**src/rtl/if_fetch_stage.sv**
```systemverilog
// if_fetch_stage: instruction-fetch stage feeding decode.
//
// Owns the program counter, issues one word fetch at a time to instruction
// memory (req/gnt/rvalid handshake), and hands one instruction per cycle to
// decode through a registered output backed by a one-entry skid buffer, so a
// decode stall never drops a returned word. Redirects flush all buffered work
// and restart fetch; a response still in flight at redirect time is discarded.
//
// Ports:
//   CLK, RST             clock, synchronous active-high reset
//   im_req/im_addr       fetch request and word address (out)
//   im_gnt               memory accepts request (in)
//   im_rvalid/im_rdata   in-order response (in)
//   id_stall             decode cannot accept this cycle (in)
//   redirect_valid/_pc   flush and restart fetch at redirect_pc (in)
//   if_valid, if_instruction, if_pc, if_pc_plus1   decode-side outputs
//
// Optional: define IF_PERF_CNT_EN to add perf_fetch_cnt / perf_stall_cnt.

module if_fetch_stage #(
    parameter logic [31:0] RESET_PC = 32'h0000_0000,
    parameter logic [31:0] PC_STEP  = 32'd1
) (
    input  logic        CLK,
    input  logic        RST,
    output logic        im_req,
    output logic [31:0] im_addr,
    input  logic        im_gnt,
    input  logic        im_rvalid,
    input  logic [31:0] im_rdata,
    input  logic        id_stall,
    input  logic        redirect_valid,
    input  logic [31:0] redirect_pc,
    output logic        if_valid,
    output logic [31:0] if_instruction,
    output logic [31:0] if_pc,
`ifdef IF_PERF_CNT_EN
    output logic [31:0] perf_fetch_cnt,
    output logic [31:0] perf_stall_cnt,
`endif
    output logic [31:0] if_pc_plus1
);

    localparam logic [1:0] StBoot  = 2'd0;
    localparam logic [1:0] StFetch = 2'd1;
    localparam logic [1:0] StWait  = 2'd2;

    logic [1:0]  state_q, state_d;
    logic [31:0] pc_q, pc_d;
    logic [31:0] req_pc_q, req_pc_d;   // address of the outstanding request
    logic        kill_q, kill_d;

    logic        out_valid_q, out_valid_d;
    logic [31:0] out_instr_q, out_instr_d;
    logic [31:0] out_pc_q, out_pc_d;
    logic [31:0] out_pc1_q, out_pc1_d;

    logic        skid_valid_q, skid_valid_d;
    logic [31:0] skid_instr_q, skid_instr_d;
    logic [31:0] skid_pc_q, skid_pc_d;

    logic issue;
    logic rsp;
    logic rsp_take;
    logic out_free;

    // Skid full blocks issue, which guarantees any returning word has a home.
    assign im_req   = (state_q == StFetch) && !skid_valid_q;
    assign im_addr  = pc_q;
    assign issue    = im_req && im_gnt;
    assign rsp      = (state_q == StWait) && im_rvalid;
    assign rsp_take = rsp && !kill_q && !redirect_valid;
    assign out_free = !out_valid_q || !id_stall;

    assign if_valid       = out_valid_q;
    assign if_instruction = out_instr_q;
    assign if_pc          = out_pc_q;
    assign if_pc_plus1    = out_pc1_q;

    always_comb begin
        state_d      = state_q;
        pc_d         = pc_q;
        req_pc_d     = req_pc_q;
        kill_d       = kill_q;
        out_valid_d  = out_valid_q;
        out_instr_d  = out_instr_q;
        out_pc_d     = out_pc_q;
        out_pc1_d    = out_pc1_q;
        skid_valid_d = skid_valid_q;
        skid_instr_d = skid_instr_q;
        skid_pc_d    = skid_pc_q;

        case (state_q)
            StBoot: state_d = StFetch;
            StFetch: begin
                if (issue) begin
                    state_d  = StWait;
                    req_pc_d = pc_q;
                    pc_d     = pc_q + PC_STEP;
                end
            end
            StWait: begin
                if (rsp) begin
                    state_d = StFetch;
                    kill_d  = 1'b0;
                end
            end
            default: state_d = StBoot;
        endcase

        // Output register / skid buffer. Skid valid implies output valid, so
        // when the output frees up the skid entry always goes first.
        if (out_free) begin
            if (skid_valid_q) begin
                out_valid_d  = 1'b1;
                out_instr_d  = skid_instr_q;
                out_pc_d     = skid_pc_q;
                out_pc1_d    = skid_pc_q + PC_STEP;
                skid_valid_d = rsp_take;
                if (rsp_take) begin
                    skid_instr_d = im_rdata;
                    skid_pc_d    = req_pc_q;
                end
            end else if (rsp_take) begin
                out_valid_d = 1'b1;
                out_instr_d = im_rdata;
                out_pc_d    = req_pc_q;
                out_pc1_d   = req_pc_q + PC_STEP;
            end else begin
                out_valid_d = 1'b0;
            end
        end else if (rsp_take) begin
            skid_valid_d = 1'b1;
            skid_instr_d = im_rdata;
            skid_pc_d    = req_pc_q;
        end

        // Redirect wins over everything. A request still in flight (waiting,
        // or granted this very cycle) must have its response discarded; a
        // response arriving this cycle is simply dropped.
        if (redirect_valid) begin
            out_valid_d  = 1'b0;
            skid_valid_d = 1'b0;
            pc_d         = redirect_pc;
            if (((state_q == StWait) && !im_rvalid) || issue) begin
                kill_d  = 1'b1;
                state_d = StWait;
            end else begin
                kill_d  = 1'b0;
                state_d = StFetch;
            end
        end
    end

    always_ff @(posedge CLK) begin
        if (RST) begin
            state_q      <= StBoot;
            pc_q         <= RESET_PC;
            req_pc_q     <= 32'd0;
            kill_q       <= 1'b0;
            out_valid_q  <= 1'b0;
            out_instr_q  <= 32'd0;
            out_pc_q     <= 32'd0;
            out_pc1_q    <= 32'd0;
            skid_valid_q <= 1'b0;
            skid_instr_q <= 32'd0;
            skid_pc_q    <= 32'd0;
        end else begin
            state_q      <= state_d;
            pc_q         <= pc_d;
            req_pc_q     <= req_pc_d;
            kill_q       <= kill_d;
            out_valid_q  <= out_valid_d;
            out_instr_q  <= out_instr_d;
            out_pc_q     <= out_pc_d;
            out_pc1_q    <= out_pc1_d;
            skid_valid_q <= skid_valid_d;
            skid_instr_q <= skid_instr_d;
            skid_pc_q    <= skid_pc_d;
        end
    end

`ifdef IF_PERF_CNT_EN
    logic [31:0] fetch_cnt_q;
    logic [31:0] stall_cnt_q;

    always_ff @(posedge CLK) begin
        if (RST) begin
            fetch_cnt_q <= 32'd0;
            stall_cnt_q <= 32'd0;
        end else begin
            if (out_valid_q && !id_stall) begin
                fetch_cnt_q <= fetch_cnt_q + 32'd1;
            end
            if (out_valid_q && id_stall) begin
                stall_cnt_q <= stall_cnt_q + 32'd1;
            end
        end
    end

    assign perf_fetch_cnt = fetch_cnt_q;
    assign perf_stall_cnt = stall_cnt_q;
`endif

endmodule

```
**config.mk**
```make
export PLATFORM = sky130hd
export DESIGN_NAME = if_fetch_stage
export DESIGN_NICKNAME = d
export VERILOG_FILES = /design/src/rtl/if_fetch_stage.sv
export SDC_FILE = /design/constraint.sdc
export NUM_CORES = 1
export LEC_CHECK = 0
export ABC_AREA = 0
export ABC_CLOCK_PERIOD_IN_PS = 5500
export BUFFER_PORTS_ARGS = -buffer_cell sky130_fd_sc_hd__buf_2
export CORE_MARGIN = 4
export CORE_UTILIZATION = 61
export CTS_BUF_LIST = sky130_fd_sc_hd__clkbuf_4 sky130_fd_sc_hd__clkbuf_8
export DETAILED_ROUTE_END_ITERATION = 12
export GPL_TIMING_DRIVEN = 1
export PLACE_DENSITY = 0.94
export SLEW_MARGIN = 20
export SYNTH_ARGS = -nofsm -noshare
export SYNTH_HDL_FRONTEND = slang
export SYNTH_SLANG_ARGS = --single-unit
```
**constraint.sdc**
```tcl
create_clock -name CLK -period 5.5 [get_ports CLK]
set_input_delay 1.1 -clock CLK [delete_from_list [all_inputs] [get_ports CLK]]
set_output_delay 1.1 -clock CLK [all_outputs]
set_load 0.01 [all_outputs]
```
# Yosys cells after proc, flatten, opt, wreduce, memory -nomap -nowiden
# Cells that the tools add are included.
# totals
elab_cells	75
mem_bits_ro	0
latchBits	0
reg_bits	229
mem_bits_rw	0
output_inout_bits	130
mem_count	0
# classes
n_bitwise	0
shift	0
n_mux	29
n_eq_ne	5
n_reduce_logical	27
magnitude_cmp	0
mul	0
div_mod_pow	0
n_addsub	3
# op_table
op	n
$mux 32	15
$add 32x1->32 const B	3
$reduce_bool 2->1	6
$reduce_and 2->1	5
$mux 1	9
$mux 2	4
$logic_and 1x1->1	6
$logic_not 1->1	6
$ne 3x3->1 const B	2
$pmux 2 s3	1
$eq 2x1->1 const B	1
$eq 2x2->1 const B	1
$logic_not 2->1	1
$logic_or 1x1->1	2
$ne 2x2->1 const B	1
$reduce_or 2->1	1

# Depth between registers and ports, before layout
# Gate-level depths: netlist of run 1.
# depth
depth_word	7
depth_mapped	12
mapped_depth_nobuf	7

# Least setup slack after synthesis of run 1
# No wires, ideal clock.
# synth_path
kind	register to register
start	register skid_valid_q
end	register out_pc1_q[28] (netlist: if_pc_plus1[28])
path_stages_with_launch	13
arrival_time_ns	2.827
setup_slack_ns	2.611
setup_time_ns	0.062
period_less_slack_ns	2.889
path_cell_list	dfxtp_1 -> buf_6 -> buf_2 -> buf_2 -> buf_2 -> buf_2 -> mux2_2 -> ha_1 -> inv_1 -> a211oi_2 -> nand3_1 -> or4_1 -> nand3_1
# synth_via
elab_chain_len	2
word_cells_on_any_way	3
cone_classes	mux: 1; reduce/logical: 2
# synth_rtl
item	line_no	source
start, declared	58	logic skid_valid_q, skid_valid_d;
start signal, assigned	177	skid_valid_q <= skid_valid_d;
$reduce_bool 2->1 (no line)	n/a	
$reduce_and 2->1 (no line)	n/a	
end signal, assigned	176	out_pc1_q <= out_pc1_d;
end, declared	56	logic [31:0] out_pc1_q, out_pc1_d;
# Parallel ways exist; a longest one is shown, timed or not.
# A chain may end at the register's enable or synchronous reset.

# Worst setup path in the final report of run 1
# layout_path
start	register skid_valid_q
end	register out_pc1_q[31] (netlist: if_pc_plus1[31])
# The elaborated chain is that of the path after synthesis.

==> run_results.csv, run 1 <==
group,metric,value,unit
critical_path,crit_path_top_delay_cell,"dfxtp_4",
global_routing,grt_pass1_vias,8932,
critical_path,timing.rr.end,"if_pc_plus1[31]$_SDFFE_PP0P_",
drt,via_per_inst,6.06,
synthesis,synth.net_count,1306,
critical_path,worstSetupStartpointType,"flop",
layout,area_delta_synth_final,17.5,%
synthesis,synth_cell_type_count,68,
hold_path,holdPathEnd,"if_pc_plus1[8]$_SDFFE_PP0P_",
critical_path,timing.rr.start,"skid_valid_q$_SDFFE_PP0P_",
sta,hold_slack,0.446,ns
placement,dp_hpwl,18700,um
global_routing,grt_pass1_wl,44200,um
drt,drt-wirelength-per-cell,17.2,um
sta,finalSetupViolCount,0,
global_routing,grt_max_degree,140,
synthesis,async_flop_share,0,%
layout,drive_gt1_share,20.8,%
global_routing,grt.overflow.total,0,
critical_path,rrSetupSlack,2.22,ns
drt,ant_nets,0,
clock_tree,clkTransAtPathRegs,0.06,ns
synthesis,synth_top_area_share,45.0,%
synthesis,synth_area_leaders,"dfxtp_1 (45%), nand2_1 (9.2%), mux2i_1 (6.2%)",
clock_tree,cts_tree,"yes",
critical_path,worstPathMaxFanout,54,
hold_path,hp-class,"reg -> reg",
synthesis,netlist_instances,1234,
drt,dr_total_vias,9862,
synthesis,synth-warning-count,0,
die,start_util,63.2,%
critical_path,crit_arrival,3.67,ns
clock_tree,cts_setup_buffers,0,
outcome,outcome,"finished clean",
synthesis,ys.flop_type,"dfxtp_1",
sta,setup_tns,0,ns
layout,nets,1459,
die,die_x,137,um
power,powerDensity,289,nW/um2
sta,tightest_slew,0.969,ns
clock_tree,h-tree-depth,2,
drt,drt_iter0_markers,1214,
die,die-area,18800,um2
placement,place_congestion,0.902,
synthesis,synth_common_cells,"nand2_1 (249), dfxtp_1 (229), a21oi_1 (119)",
synthesis,yosysTopAreaCell,"dfxtp_1",
clock_tree,hold_buffers,0,
synthesis,ys_ff_latch,229,
sta,worst_clock_skew,0.0210,ns
die,io_pins,200,
critical_path,cp-end-kind,"flop",
drt,firstDrtPassIters,6,
global_routing,track_usage,28.6,%
die,placementRows,46,
power,power.leakage,4.33,nW
critical_path,crit_start,"skid_valid_q$_SDFFE_PP0P_",
synthesis,synth-edff-count,0,
critical_path,rr_worst_depth,5,
hold_path,hold_depth,2,
clock_tree,cts_root_buffer,"clkbuf_8",
drt,wl,28100,um
clock_tree,clock_sinks,229,
global_routing,antenna_found_initial,1,
clock_tree,clk_path_buf_depth,3,
placement,io_buffers,199,
die,core-area,16100,um2
flow_run,cap_violations,0,
clock_tree,cts_buffers,38,
power,max-vdd-ir-drop,174,uV
sta,period_minus_slack,3.28,ns
critical_path,worstPathCellList,"nand3_1, a22oi_1, nand4_1, or4_1, a32o_1",
sta,rsz0062_at_grt,"no",
synthesis,synth-seq-area-share,45.0,%
synthesis,yosysMostFrequentCell,"nand2_1",
synthesis,netlist_area,10200,um2
clock_tree,cts.repair.resized,0,
sta,slew_viol_final,0,
layout,num_antenna_cells,0,
sta,max_freq,305,MHz
critical_path,critical_path_required,5.89,ns
sta,relSlewSlack,35.4,%
clock_tree,clk_latency,0.52,ns
hold_path,min_from,"if_pc_plus1[8]$_SDFFE_PP0P_",
drt,drc,0,
critical_path,max_stage_delay,0.75,ns
synthesis,syn_area_per_cell,8.26,um2
die,die_h,137,um
sta,period_share,59.6,%
critical_path,critPathKind,"reg -> reg",
sta,hold_violations,0,
==> cell families (layout without fill, tap and decap cells) <==
kind of cell,after synthesis,after routing,synth area share (%)
simple gates,515,515,23.0
compound gates,284,284,18.3
flops,229,229,45.0
buf+inv,105,283,4.11
mux,67,67,6.63
xor+xnor,32,32,2.75
fa+ha+maj,2,2,0.246
==> placed cells by master, fill, tap and decap left out, drive strengths merged, types with 3 or more instances in the layout <==
cell,instances
o21ai,16
nand4,17
nor2,112
o22ai,6
nand3b,12
a22oi,6
a211o,3
or2,4
and2,6
a311oi,8
a211oi,84
dfxtp,229
xnor2,29
nand2,250
inv,8
nand4b,6
buf,209
clkbuf,63
o211ai,6
mux2i,63
nor3,9
and3,13
nor4,9
or4,9
mux2,4
o311ai,7
clkinv,3
nand3,43
or3,10
and4,6
o211a,3
a21oi,119
o31ai,4
xor2,3
==> area by class of cell <==
| type | count | area [um2] |
|---|---|---|
| clock buffers | 63 | 773 |
| clock inverters | 2 | 10.0 |
| fillers | 1180 | 4150 |
| inverters | 9 | 33.8 |
| multi-input cells | 900 | 5200 |
| flip-flops and latches | 229 | 4590 |
| well taps | 216 | 270 |
| repair buffers | 209 | 1090 |
==> state kept, by name, summed over array words and instances (netlist names) <==
register / cells
if_instruction: 32
if_pc: 32
if_pc_plus1: 32
if_valid: 1
im_addr: 32
kill_q: 1
req_pc_q: 32
skid_instr_q: 32
skid_pc_q: 32
skid_valid_q: 1
state_q: 2
==> where the power goes <==
part           switching, mW  total [mW]  internal (mW)
combinational          0.130       0.210         0.0805
clock                  0.638        1.52          0.880
sequential            0.0437        1.73           1.69
==> stage by stage <==
| step | cells | cell area [um2] | worst slack [ns] | power (mW) | utilization, % |
|---|---|---|---|---|---|
| floorplan | 1234 | 10200 | 2.61 | 1.88 | - |
| global placement | 1563 | 11200 | 2.24 | 1.97 | 69.4 |
| detailed placement | 1563 | 11200 | 2.16 | 1.97 | 69.4 |
| CTS | 1628 | 12000 | 2.29 | 3.47 | 74.3 |
| global route | 1628 | 12000 | 2.06 | 3.59 | 74.3 |
| finish | 1628 | 12000 | 2.22 | 3.46 | 74.3 |
==> per-layer routing <==
metal	routed length [um]	vias to the layer above	share of wire (%)	GRT usage, %
li1	-	4705	-	-
met2	13000	503	46	44.3
met4	646	2	2.3	9.09
met1	11700	4590	42	39.8
met3	2800	62	10	6.43
met5	13	-	0.046	0
==> worst max path at each step <==
stage	cells past startpoint	slack [ns]	endpoint
global route	5	2.06	if_pc_plus1[31]$_SDFFE_PP0P_
floorplan	12	2.61	if_pc_plus1[28]$_SDFFE_PP0P_
finish	5	2.22	if_pc_plus1[31]$_SDFFE_PP0P_
global placement	6	2.24	skid_instr_q[8]$_SDFFE_PP0P_
CTS	5	2.29	if_pc_plus1[31]$_SDFFE_PP0P_
detailed placement	6	2.16	skid_instr_q[12]$_SDFFE_PP0P_
==> worst max-delay path: cells and delay by family (launching register included) <==
kind            cells  cell delay (ns)
flops               1             0.75
compound gates      2             0.82
simple gates        3             1.57
No activity file was read; power rests on OpenSTA's default activity.
==> inputs of run 2 (changes only) <==
--- a/config.mk
+++ b/config.mk
@@ -6,14 +6,14 @@
 export NUM_CORES = 1
 export LEC_CHECK = 0
 export ABC_AREA = 0
-export ABC_CLOCK_PERIOD_IN_PS = 5500
+export ABC_CLOCK_PERIOD_IN_PS = 3350
 export BUFFER_PORTS_ARGS = -buffer_cell sky130_fd_sc_hd__buf_2
 export CORE_MARGIN = 4
-export CORE_UTILIZATION = 61
+export CORE_UTILIZATION = 57
 export CTS_BUF_LIST = sky130_fd_sc_hd__clkbuf_4 sky130_fd_sc_hd__clkbuf_8
 export DETAILED_ROUTE_END_ITERATION = 12
 export GPL_TIMING_DRIVEN = 1
-export PLACE_DENSITY = 0.94
+export PLACE_DENSITY = 0.89
 export SLEW_MARGIN = 20
 export SYNTH_ARGS = -nofsm -noshare
 export SYNTH_HDL_FRONTEND = slang
==> constraint.sdc (replaced) <==
create_clock -name CLK -period 3.35 [get_ports CLK]
set_input_delay 0.67 -clock CLK [delete_from_list [all_inputs] [get_ports CLK]]
set_output_delay 0.67 -clock CLK [all_outputs]
set_load 0.01 [all_outputs]
==> run_results.csv, run 2 (synthesis results as in run 1) <==
group,metric,value,unit
outcome,outcome,"finished clean",
layout,nFillCells,1371,
drt,wl,28100,um
placement,place_congestion,0.900,
sta,period_minus_slack,2.91,ns
critical_path,cp_top_family,"simple AND/OR/NAND/NOR gates",
sta,tightest_slew,0.730,ns
global_routing,grt_max_degree,119,
clock_tree,cts_root_buffer,"clkbuf_8",
layout,num_antenna_cells,0,
sta,max_freq,344,MHz
global_routing,grt_pass1_wl,45100,um
placement,io_buffers,199,
critical_path,cp-end-kind,"flop",
clock_tree,clkTransAtPathRegs,0.06,ns
global_routing,grt.overflow.total,0,
critical_path,crit_arrival,3.33,ns
global_routing,grt_pass1_vias,9115,
critical_path,critPathKind,"reg -> reg",
flow_run,cap_violations,0,
die,start_util,58.5,%
sta,setup_tns,0,ns
sta,slew_viol_final,0,
clock_tree,clk_latency,0.53,ns
layout,final_cell_mix,"nand2_1 (249), dfxtp_1 (228), buf_2 (198), a21oi_1 (119), nor2_1 (111)",
global_routing,antenna_found_initial,0,
drt,ant_nets,0,
drt,drc,0,
sta,worst_clock_skew,0.0210,ns
placement,dp_hpwl,19400,um
clock_tree,cts_setup_buffers,0,
clock_tree,cts_tree,"yes",
layout,nets,1468,
sta,hold_violations,0,
clock_tree,clock_sinks,229,
die,placementRows,48,
global_routing,track_usage,27.1,%
drt,drt_iter0_markers,1022,
drt,via_per_inst,5.97,
critical_path,worstPathCellList,"nand3_1, a22oi_1, nand4_1, buf_4, or2_2, a211o_1",
clock_tree,clk_path_buf_depth,3,
die,die-area,20100,um2
layout,area_delta_synth_final,18.8,%
critical_path,critical_path_buf_inv_count,1,
critical_path,rrSetupSlack,0.44,ns
critical_path,critical_path_required,3.77,ns
drt,drt-wirelength-per-cell,17.1,um
die,core-area,17400,um2
sta,rsz0062_at_grt,"no",
sta,period_share,86.8,%
critical_path,max_stage_delay,0.76,ns
critical_path,crit_path_top_delay_cell,"dfxtp_4",
power,max-vdd-ir-drop,283,uV
critical_path,worstSetupStartpointType,"flop",
clock_tree,cts_buffers,38,
clock_tree,hold_buffers,0,
drt,firstDrtPassIters,6,
die,io_pins,200,
hold_path,min_from,"im_rdata[27]",
critical_path,timing.rr.end,"if_pc_plus1[17]$_SDFFE_PP0P_",
hold_path,hp-class,"in -> reg",
clock_tree,h-tree-depth,2,
clock_tree,cts.repair.resized,0,
die,die_x,142,um
critical_path,timing.rr.start,"skid_valid_q$_SDFFE_PP0P_",
drt,dr_total_vias,9852,
critical_path,worstPathMaxFanout,57,
hold_path,holdPathEnd,"skid_instr_q[27]$_SDFFE_PP0P_",
critical_path,rr_worst_depth,6,
power,powerDensity,480,nW/um2
layout,final_common_cell,"nand2_1",
critical_path,worstSetupPathDepth,6,
layout,fin_util,69.5,%
die,die_h,142,um
power,power.leakage,4.41,nW
hold_path,hold_depth,3,
sta,finalSetupViolCount,0,
layout,drive_gt1_share,21.5,%
sta,relSlewSlack,51.3,%
run 2: worst max-delay path by stage:
stage / endpoint / startpoint / slack (ns)
6_report: if_pc_plus1[17]$_SDFFE_PP0P_ / skid_valid_q$_SDFFE_PP0P_ / 0.44
5_1_grt: if_pc_plus1[26]$_SDFFE_PP0P_ / skid_valid_q$_SDFFE_PP0P_ / 0.30
4_1_cts: if_pc_plus1[31]$_SDFFE_PP0P_ / skid_valid_q$_SDFFE_PP0P_ / 0.52
3_5_place_dp: if_pc_plus1[31]$_SDFFE_PP0P_ / skid_valid_q$_SDFFE_PP0P_ / 0.56
3_3_place_gp: if_pc_plus1[31]$_SDFFE_PP0P_ / skid_valid_q$_SDFFE_PP0P_ / 0.61
2_1_floorplan: if_pc_plus1[28]$_SDFFE_PP0P_ / skid_valid_q$_SDFFE_PP0P_ / 0.46
run 2: worst min-delay path: cells and delay by family:
kind / cells / cell delay (ns)
simple gates: 1 / 0.05
buf+inv: 1 / 0.10
compound gates: 1 / 0.05
run 2: metal layers:
layer / GRT usage (%) / vias to the layer above / part of all wire (%)
li1: - / 4727 / -
met1: 37.8 / 4555 / 42
met2: 42.6 / 504 / 46
met3: 5.26 / 66 / 9.7
met4: 8.43 / 0 / 2.3
met5: 0 / - / 0
run 2: layout make-up:
type                            count  area [um2]  share of cell area (%)
Tap cell                          225         282                    2.33
Inverter                            9        33.8                   0.279
Multi-Input combinational cell    900        5200                    43.0
Sequential cell                   229        4590                    37.9
Clock buffer                       66         827                    6.83
Timing Repair Buffer              218        1160                    9.56
Clock inverter                      2        10.0                  0.0827
run 2: where the power goes:
part           internal [mW]  switching (mW)
Combinational          0.134           0.215
Sequential              2.78          0.0711
Clock                   1.54            1.06
run 2: per-stage QoR:
| step | setup slack [ns] | cell area [um2] | total power [mW] | cells | hold WS, ns |
|---|---|---|---|---|---|
| final | 0.444 | 12100 | 5.80 | 1649 | 0.395 |
| after global routing | 0.296 | 12100 | 6.02 | 1649 | 0.375 |
| after CTS | 0.518 | 12100 | 5.84 | 1649 | 0.365 |
| after detailed placement | 0.557 | 11300 | 3.25 | 1581 | 0.448 |
| after global placement | 0.613 | 11300 | 3.24 | 1581 | 0.438 |
| after floorplan | 0.461 | 10200 | 3.09 | 1234 | 0.436 |
==> inputs of run 3 (changes only) <==
--- a/config.mk
+++ b/config.mk
@@ -7,7 +7,7 @@
 export LEC_CHECK = 0
 export ABC_AREA = 0
 export ABC_CLOCK_PERIOD_IN_PS = 3350
-export BUFFER_PORTS_ARGS = -buffer_cell sky130_fd_sc_hd__buf_2
+export BUFFER_PORTS_ARGS = -buffer_cell sky130_fd_sc_hd__buf_4
 export CORE_MARGIN = 4
 export CORE_UTILIZATION = 57
 export CTS_BUF_LIST = sky130_fd_sc_hd__clkbuf_4 sky130_fd_sc_hd__clkbuf_8
==> run_results.csv, run 3 (synthesis results as in run 1) <==
group,metric,value,unit
sta,relSlewSlack,34.3,%
clock_tree,cts_setup_buffers,0,
die,die-area,20100,um2
power,clkPwrFrac,44.7,%
clock_tree,cts.repair.resized,0,
sta,finalSetupViolCount,0,
layout,num_antenna_cells,0,
clock_tree,h-tree-depth,2,
layout,final_cell_mix,"nand2_1 (249), dfxtp_1 (228), buf_4 (216), a21oi_1 (119), nor2_1 (111)",
clock_tree,cts_root_buffer,"clkbuf_8",
placement,io_buffers,199,
critical_path,critPathKind,"reg -> reg",
drt,wl,28100,um
sta,worst_clock_skew,0.0270,ns
critical_path,cp-end-kind,"flop",
sta,tightest_slew,0.985,ns
drt,ant_nets,0,
drt,drc,0,
global_routing,antenna_found_initial,0,
clock_tree,clk_path_buf_depth,3,
power,p_int,4.51,mW
clock_tree,clock_sinks,229,
global_routing,grt_max_degree,98,
sta,rsz0062_at_grt,"no",
power,report.power.total,5.86,mW
drt,firstDrtPassIters,6,
die,start_util,58.5,%
critical_path,critical_path_required,3.75,ns
sta,setup_tns,0,ns
power,seqPwrFrac,48.6,%
drt,highest_layer,"met4",
power,powerDensity,464,nW/um2
sta,period_minus_slack,2.73,ns
placement,dp_hpwl,19500,um
outcome,outcome,"finished clean",
die,core-area,17400,um2
global_routing,track_usage,26.5,%
global_routing,grt.overflow.total,0,
clock_tree,clk_latency,0.53,ns
drt,wl_met3,2890,um
layout,final_common_cell,"nand2_1",
critical_path,crit_arrival,3.14,ns
hold_path,hold_depth,3,
layout,area_delta_synth_final,24.0,%
drt,via_per_inst,5.97,
clock_tree,cts_buffers,37,
clock_tree,cts_tree,"yes",
sta,period_share,81.6,%
drt,dr_total_vias,9842,
global_routing,grt_pass1_wl,44300,um
power,power.switching,1.36,mW
drt,drt_iter0_markers,941,
sta,max_freq,366,MHz
sta,slew_viol_final,0,
critical_path,worstSetupStartpointType,"flop",
critical_path,rr_worst_depth,6,
placement,place_congestion,0.911,
drt,drt-wirelength-per-cell,17.1,um
hold_path,hp-class,"in -> reg",
power,pwr-share-comb,6.7,%
drt,wl_met1,11800,um
power,power.leakage,4.47,nW
global_routing,grt_pass1_vias,8801,
power,swShare,23.1,%
die,placementRows,48,
critical_path,worstPathMaxFanout,38,
clock_tree,clkTransAtPathRegs,0.06,ns
clock_tree,hold_buffers,0,
die,die_h,142,um
die,die_x,142,um
layout,drive_gt1_share,21.5,%
power,max-vdd-ir-drop,543,uV
die,io_pins,200,
flow_run,cap_violations,0,
layout,nets,1469,
drt,routed-wl-met2,12800,um
sta,hold_violations,0,
## run 3: changes by cell type in the layout (fill, tap and decap cells not counted)
cell	previous run	this run
buf_2	198	0
buf_4	18	216
clkbuf_8	53	48
clkbuf_4	13	10
clkinv_2	2	5
buf_12	1	3
bufinv_16	0	2
clkinvlp_4	0	1
## run 3: critical path: stages, from the launching register on
cell and delay, ns:
dfxtp_4 0.62, buf_4 0.35, mux2i_1 0.24, a221oi_1 0.44, nand3_1 0.19, or4_1 0.51
a32o_1 0.25
## run 3: final cells by class
| type | instances | area, um2 |
|---|---|---|
| well taps | 225 | 282 |
| repair buffers | 220 | 1690 |
| flip-flops and latches | 229 | 4590 |
| multi-input cells | 900 | 5200 |
| fillers | 1307 | 4790 |
| inverters | 9 | 33.8 |
| clock inverters | 8 | 92.6 |
| clock buffers | 58 | 736 |
## run 3: routing by layer
metal | GRT usage [%] | vias up
met5 | 0 | -
met4 | 7.07 | 0
met3 | 5.83 | 65
met2 | 41.0 | 493
met1 | 37.6 | 4539
li1 | - | 4745
## run 3: power groups by stage
stage               logic, mW  clock network [mW]  registers, mW
CTS                     0.389                2.66           2.85
floorplan               0.192                   0           2.90
detailed placement      0.387                   0           2.91
finish                  0.391                2.62           2.85
global route            0.426                2.79           2.85
global placement        0.379                   0           2.90
## run 3: final timing paths
path | slack (ns) | start | to
max | 0.62 | skid_valid_q$_SDFFE_PP0P_ | if_pc_plus1[29]$_SDFFE_PP0P_
max reg2reg | 0.62 | skid_valid_q$_SDFFE_PP0P_ | if_pc_plus1[29]$_SDFFE_PP0P_
min reg2reg | 0.46 | skid_instr_q[10]$_SDFFE_PP0P_ | skid_instr_q[10]$_SDFFE_PP0P_
min | 0.38 | redirect_pc[4] | im_addr[4]$_SDFFE_PP0P_
## run 3: per-stage QoR
stage	instance area, um2	hold WS (ns)	utilization (%)	setup WS (ns)	instances
3_3_place_gp	11800	0.440	67.8	0.721	1583
6_report	12600	0.384	72.5	0.616	1649
2_1_floorplan	10200	0.436	-	0.461	1234
5_1_grt	12600	0.374	72.5	0.458	1649
3_5_place_dp	11800	0.444	67.8	0.696	1583
4_1_cts	12600	0.361	72.5	0.675	1649
